--- src/rtl/seg7_scan_decoder.sv ---
// seg7_scan_decoder
//   Watches a multiplexed 4-digit 7-segment scan bus and rebuilds the four
//   displayed digits. Each scan slot (segment pattern plus digit select) has
//   to hold steady for STABLE_CYCLES clocks before it is captured into a
//   shadow frame. Once all four positions have been captured, the shadow
//   frame is committed to the outputs.
//
//   Optional feature macro: SEG7_DEC_CHANGE_EN
//     Defined: keeps the previous committed frame and pulses `changed` when a
//     commit differs from it.
//     Undefined: `changed` is tied low.
//
// Ports
//   clk0        in   system clock, rising edge
//   rst_n       in   synchronous active-low reset
//   seg7[7:0]   in   segment bus; bit 7 is the decimal point (ignored), 6:0 = g..a
//   line[3:0]   in   one-hot digit select; bit n selects digit n
//   digit0..3   out  committed codes: 0-9, 4'hF blank, 4'hE illegal pattern
//   frame_done  out  one-cycle pulse per committed frame
//   err         out  sticky error flag (illegal pattern or multi-hot select)
//   changed     out  pulses with frame_done when the frame differs from the last one
module seg7_scan_decoder #(
  parameter int STABLE_CYCLES = 256
) (
  input  logic       clk0,
  input  logic       rst_n,
  input  logic [7:0] seg7,
  input  logic [3:0] line,
  output logic [3:0] digit0,
  output logic [3:0] digit1,
  output logic [3:0] digit2,
  output logic [3:0] digit3,
  output logic       frame_done,
  output logic       err,
  output logic       changed
);

  localparam logic [9:0] CNT_MAX = 10'(STABLE_CYCLES - 1);
  // The capture is tied to the edge on which the counter reaches CNT_MAX,
  // so the condition is checked one count earlier.
  localparam logic [9:0] CNT_PRE = 10'(STABLE_CYCLES - 2);

  logic [6:0]      seg_q;
  logic [3:0]      line_q;
  logic [9:0]      cnt;
  logic            captured;
  logic [3:0]      mask;
  logic [3:0][3:0] shadow;
  logic [3:0][3:0] shown;

  logic       stable, hit, one_hot, multi_hot, cap, commit;
  logic [1:0] idx;
  logic [3:0] code;

  function automatic logic [3:0] dec7(input logic [6:0] s);
    case (s)
      7'h3F:   dec7 = 4'd0;
      7'h06:   dec7 = 4'd1;
      7'h5B:   dec7 = 4'd2;
      7'h4F:   dec7 = 4'd3;
      7'h66:   dec7 = 4'd4;
      7'h6D:   dec7 = 4'd5;
      7'h7D:   dec7 = 4'd6;
      7'h27:   dec7 = 4'd7;
      7'h7F:   dec7 = 4'd8;
      7'h6F:   dec7 = 4'd9;
      7'h00:   dec7 = 4'hF;
      default: dec7 = 4'hE;
    endcase
  endfunction

  always_comb begin
    stable    = (seg7[6:0] == seg_q) && (line == line_q);
    // Counter becomes CNT_MAX on this edge and the slot is not yet captured.
    hit       = stable && (cnt == CNT_PRE) && !captured;
    one_hot   = (line_q != 4'd0) && ((line_q & (line_q - 4'd1)) == 4'd0);
    multi_hot = (line_q != 4'd0) && !one_hot;
    cap       = hit && one_hot;
    idx       = {line_q[3] | line_q[2], line_q[3] | line_q[1]};
    code      = dec7(seg_q);
    commit    = (mask == 4'hF);
  end

  // The input stage samples every cycle, including during reset. A slot that
  // is already steady when reset is released therefore starts counting at the
  // reset edge.
  always_ff @(posedge clk0) begin
    seg_q  <= seg7[6:0];
    line_q <= line;
  end

  always_ff @(posedge clk0) begin
    if (!rst_n) begin
      cnt        <= '0;
      captured   <= 1'b0;
      mask       <= '0;
      shadow     <= '1;
      shown      <= '1;
      frame_done <= 1'b0;
      err        <= 1'b0;
    end else begin
      if (!stable) begin
        cnt      <= '0;
        captured <= 1'b0;
      end else if (cnt != CNT_MAX) begin
        cnt <= cnt + 10'd1;
      end

      // A blank select (line_q == 0) still consumes the slot, but it is legal.
      if (hit)
        captured <= 1'b1;
      if ((hit && multi_hot) || (cap && code == 4'hE))
        err <= 1'b1;

      if (cap)
        shadow[idx] <= code;

      frame_done <= commit;
      if (commit) begin
        // shown takes the pre-edge shadow. A capture on this same edge starts
        // the next frame.
        shown <= shadow;
        mask  <= cap ? (4'd1 << idx) : 4'd0;
      end else if (cap) begin
        mask <= mask | (4'd1 << idx);
      end
    end
  end

  assign digit0 = shown[0];
  assign digit1 = shown[1];
  assign digit2 = shown[2];
  assign digit3 = shown[3];

`ifdef SEG7_DEC_CHANGE_EN
  logic [3:0][3:0] prev_frame;

  always_ff @(posedge clk0) begin
    if (!rst_n) begin
      prev_frame <= '1;
      changed    <= 1'b0;
    end else begin
      changed <= commit && (shadow != prev_frame);
      if (commit)
        prev_frame <= shadow;
    end
  end
`else
  assign changed = 1'b0;
`endif

endmodule

--- config.mk ---
export PLATFORM = sky130hd
export DESIGN_NAME = seg7_scan_decoder
export DESIGN_NICKNAME = d
export VERILOG_FILES = /design/src/rtl/seg7_scan_decoder.sv
export SDC_FILE = /design/constraint.sdc
export NUM_CORES = 1
export LEC_CHECK = 0
export CORE_MARGIN = 4
export CORE_UTILIZATION = 25
export CTS_CLUSTER_DIAMETER = 30
export DETAILED_ROUTE_END_ITERATION = 6
export HOLD_SLACK_MARGIN = 0.08
export SLEW_MARGIN = 40
export SYNTH_ARGS = -nofsm -noshare
export SYNTH_HDL_FRONTEND = slang
export SYNTH_SLANG_ARGS = --single-unit
--- constraint.sdc ---
create_clock -name clk0 -period 2.35 [get_ports clk0]
set_input_delay 0.5875 -clock clk0 [delete_from_list [all_inputs] [get_ports clk0]]
set_output_delay 0.5875 -clock clk0 [all_outputs]
set_load 0.02 [all_outputs]
After elaboration in Yosys (flattened, before gate mapping)
Index checks and enable logic that the tools add are counted.

storage, ports and cells
  output and inout port bits = 19
  flip-flop bits (word level) = 60

cells by class
  shifts and indexed selects = 1
  bitwise operators = 4
  reduce and logical (&&, ||, !) cells = 17
  magnitude comparators = 2
  $add $sub $neg = 2
  multiplexer cells = 9
  equality and inequality tests = 17

operator list
  operator                 count
  $eq A7 B7 Y1 const B     7
  $pmux W4 S11             1
  $bwmux W16               1
  $mux W4                  4
  $eq A7 B6 Y1 const B     2
  $add A10 B1 Y10 const B  1
  $eq A10 B8 Y1 const B    1
  $ne A10 B8 Y1 const B    1
  $logic_and A1 B1 Y1      9
  $demux W4 S2             1
  $eq A4 B4 Y1 const B     2
  $eq A7 B3 Y1 const B     1
  $eq A7 B7 Y1             1
  $logic_not A7 Y1         1
  $and A4 B4 Y4            1
  $eq A4 B4 Y1             1
  $logic_not A4 Y1         1
  $or A4 B4 Y4             1
  $reduce_bool A4 Y1       1
  $shl A1 B2 Y4 const A    1
  $sub A4 B1 Y4 const B    1
  $lt A2 B3 Y1 const B     1
  $ge A2 B1 Y1 const B     1
  $logic_not A1 Y1         2
  6 further kinds          8

Longest topological paths before layout
  word-level depth = 8
  depth in mapped cells = 7
  depth with buffers taken out = 6

Worst setup path after synthesis
Ideal clock, no wire load.

  kind = input to register
  start = input seg7[6]
  end = register shadow[2] (netlist bit)
  setup slack = 0.577 ns
  arrival = 1.645 ns
  setup time = 0.128 ns
  cell stages on the path = 5
  cell sequence = xnor2_1 nand4_1 nor3_4 nand4_2 mux2i_1

between the ends
  cells in the longest elaborated chain, start to end = 5

ends and longest elaborated chain
  what                               RTL line  text
  from (decl)                        27        input logic [7:0] seg7,
  $eq A7 B7 Y1                       73        stable = (seg7[6:0] == seg_q) && (line == line_q);
  $logic_and A1 B1 Y1                73
  $logic_and A1 B1 Y1 (2 in series)  75        hit = stable && (cnt == CNT_PRE) && !captured;
  $logic_and A1 B1 Y1                78        cap = hit && one_hot;
  to (signal, indexed assignment)    116       shadow[idx] <= code;
  to (decl)                          48        logic [3:0][3:0] shadow;

No other way between the ends.
A chain may end at the register's enable or synchronous reset.

Worst setup path in the final report
  start = register seg_q[5]
  end = register shadow[9] (netlist bit)

between the ends
  cells in the longest elaborated chain, start to end = 5

ends and longest elaborated chain
  what                                                                RTL line  text
  from (decl)                                                         43        logic [6:0] seg_q;
  from (signal assigned)                                              88        seg_q <= seg7[6:0];
  parallel branches: the longest is 5 deep, another holds $bwmux W16  -

Several ways; the timed one is not identified.

==> results by group <==
Run status
  • Status: complete, no violations

Clock network
  • Clk pin slew, worst setup/hold paths: ~0.06 ns
  • CTS tree: built
  • Root Buffer: clkbuf_8
  • CTS Buf Count: 9
  • Clock Path Buffers: 2
  • Cts hold-fix bufs: 0
  • Postcts setup bufs: 0
  • Post-cts resize count: 0
  • Clock sinks: 60
  • Insertion delay to the later sink of the worst-skew pair: between 0.3 and 0.4 ns
  • H-tree levels: 3

Die
  • Total core area: around 11000 um^2
  • Io pins: 33
  • Die height: between 100 and 150 um
  • Initial Util: between 20% and 30%
  • Chip width: ~110 um
  • Rows: 38
  • Die area: about 13000 um^2

Timing
  • RSZ-0062 raised after global routing: false
  • Setup violations, final: 0
  • Max-slew violations: 0
  • FMAX: between 0.4 and 0.5 GHz
  • Tmin final: between 2 and 2.5 ns
  • Final hold violation count: 0
  • Period utilization: roughly nine tenths
  • Final TNS setup: 0 ns
  • Worst Slack Setup Final: approximately 0.27 ns
  • Slew margin rel.: between 50% and 60%
  • Clock skew: around 0.0089 ns
  • WHS: 0.461 ns
  • Worst-Margin Slew: roughly 0.73 ns

Yosys
  • EDFF count, synth: 0
  • Syn nets: 301
  • Synth top area share: 43.4%
  • Post-Syn Instances: 285
  • Ys async rst share: 0%
  • Netlist cell types: 55
  • Yosys top cell by area: dfxtp_1
  • Mapped cell area: approximately 2800 um^2
  • Seq cells post-synth: 60
  • Synth area leaders: dfxtp_1 (43%), nand2_1 (5.7%), mux2i_1 (5.1%)
  • Synth warn: 0
  • Average cell area after synthesis: approximately 10 um^2
  • Ys flop type: dfxtp_1
  • Seq/Total Area, Yosys: between 40% and 50%

Pwr
  • Switching Fraction: roughly a fifth
  • P_sw: 457 uW
  • Internal power contribution: between 1500 and 2000 uW
  • Pwr Total: 2190 uW
  • Logic pwr share: 4.7%
  • Cell Pwr Density: roughly 650 nW/um^2
  • Worst IR Drop VDD: between 0.2 and 0.25 mV
  • Sequential power share: 48.2%
  • Leakage: ~0.0014 uW
  • Clock Power Share: between 40% and 50%

Placement
  • Post-DP HPWL: 4020 um
  • Gpl congestion: between 0.7 and 0.8
  • Place WS: 0.0186 ns
  • PortBufs: 30
  • Placed Cells: roughly 440

Final layout
  • Synth-to-Final Area Change: 22.3%
  • Final std cells w/o fill: ~460
  • Sequential cell area: ~1200 um^2
  • N_diodes: 0
  • # nets final: roughly 330
  • Multi-input gate area: about 1400 um^2
  • Share of cells above drive strength 1: a little over an eighth
  • # fillers: 1152

Setup path
  • Reg2reg start: seg_q[5]
  • Worst-path fanout max: 13
  • Worst setup EP type: flop
  • Critical Path Sink: shadow[9]
  • Worst r2r path cells: 5
  • CP arrival: roughly 2.3 ns
  • R2R setup slack: between 0.2 and 0.3 ns
  • Worst Setup Path Type: flop to flop
  • Startpoint Class: flop
  • Worst R2R End: shadow[9]
  • WP data required: 2.55 ns
  • Worst Setup SP: seg_q[5]

GRT
  • Initial antenna violation count: 0
  • Global-route congestion overflow total: 0
  • Total GRT Usage: under 10%
  • Largest net degree at the start of global routing: 36
  • First-pass GRT wire length: between 9000 and 10000 um
  • Via count of the first global-routing pass: between 1500 and 2000

Run
  • Max cap viols: 0

Route
  • DRC viols: 0
  • Starting DRT DRC Count: between 100 and 150
  • Drt wl/cell: around 12 um
  • Aggregate routed wire length: 5480 um
  • Via Count: 2051
  • Post-DRT Antenna Nets: 0
  • Vias per cell: between 4 and 5
  • Detailed Routing Iterations Pass 1: 4

Worst hold path
  • Hold Path Class: flop to flop
[layer usage]
layer  vias up  wire [um]  GRT usage, %
li1       1050          -             -
met3         8        269          3.58
met4         0         98          3.61
met5         -          0             0
met1       964       2410          9.83
met2        29       2710          15.4
[layout make-up]
cell class | count | share of cell area, %
multi-input combinational | 200 | 41.5
clock inverter | 4 | 2.14
sequential | 60 | 35.5
timing repair buffer | 37 | 10.8
tap | 140 | 5.17
inverter | 4 | 0.443
clock buffer | 11 | 4.47
[worst max-delay path, stage by stage, from the launching register on]
cell and delay (ns):
dfxtp_1 0.58, or4bb_4 0.60, a31oi_4 0.18, nor4_1 0.11, nor3_2 0.35, mux2i_1 0.12
[synth_stat cells, drive strengths merged (3+ instances only)]
master	number
a21boi	5
a21oi	3
and2	4
and2b	4
and4	3
buf	12
clkbuf	9
dfxtp	60
inv	4
mux2i	14
nand2	42
nand3	21
nand3b	3
nand4	12
nand4b	3
nor2	15
nor2b	11
nor3	8
nor4	3
o211ai	4
xnor2	12
xor2	9
[through the flow]
| stage | instance area, um^2 | util, % |
|---|---|---|
| final | 3390 | 31.2 |
| after global routing | 3390 | 31.2 |
| after CTS | 3390 | 31.2 |
| after detailed placement | 3160 | 29.2 |
| after global placement | 3160 | 29.2 |
| after floorplan | 2770 | - |
[state kept, by name (all words and copies together) (netlist names)]
signal      flops
captured        1
cnt            10
digit0          4
digit1          4
digit2          4
digit3          4
err             1
frame_done      1
line_q          4
mask            4
seg_q           7
shadow         16
[cells in the final DEF, fill, tap and decap left out, drive strengths merged, types with 2 or more instances in the layout]
cell type and n:
bufinv 2, buf 7, inv 4, clkdlybuf4s50 30, a41o 2, nor2b 11, nand3b 3, nand2 42
or4bb 2, dfxtp 60, mux2i 14, and4 3, nand4b 3, a21oi 3, nor4 3, and2 4
xnor2 12, and2b 4, nand3 21, clkbuf 11, and3 2, nor2 15, nor3 8, nor4b 2
xor2 9, a21boi 5, o211ai 4, nand4 12, o32ai 2, ha 2
[power groups by stage]
stage          sequential [uW]  combinational [uW]  clock [uW]
6_report                  1050                 103        1030
3_3_place_gp              1080                 102           0
3_5_place_dp              1080                 104           0
2_1_floorplan             1050                99.1           0
5_1_grt                   1060                 112        1100
4_1_cts                   1050                 104        1060
[cell families (layout without fill, tap and decap cells)]
logic type	after synthesis	count (layout)	share of synthesized area [%]
xor gates and xnor gates	21	21	6.92
AOI/OAI and AO/OA	23	23	7.96
buffers and inverters	25	56	5.83
adders and majority gates	3	3	1.27
other	1	1	0.135
muxes	14	14	5.06
and+or+nand+nor	138	138	29.4
DFF	60	60	43.4
[worst min path at each step]
stage | startpoint | to | cells past startpoint
after floorplan | shadow[7] | digit1[3] | 2
after global placement | shadow[15] | digit3[3] | 2
after detailed placement | mask[0] | mask[0] | 2
after CTS | err | err | 2
after global routing | digit3[0] | digit3[0] | 2
final | err | err | 2
(Power assumes the default switching activity.)
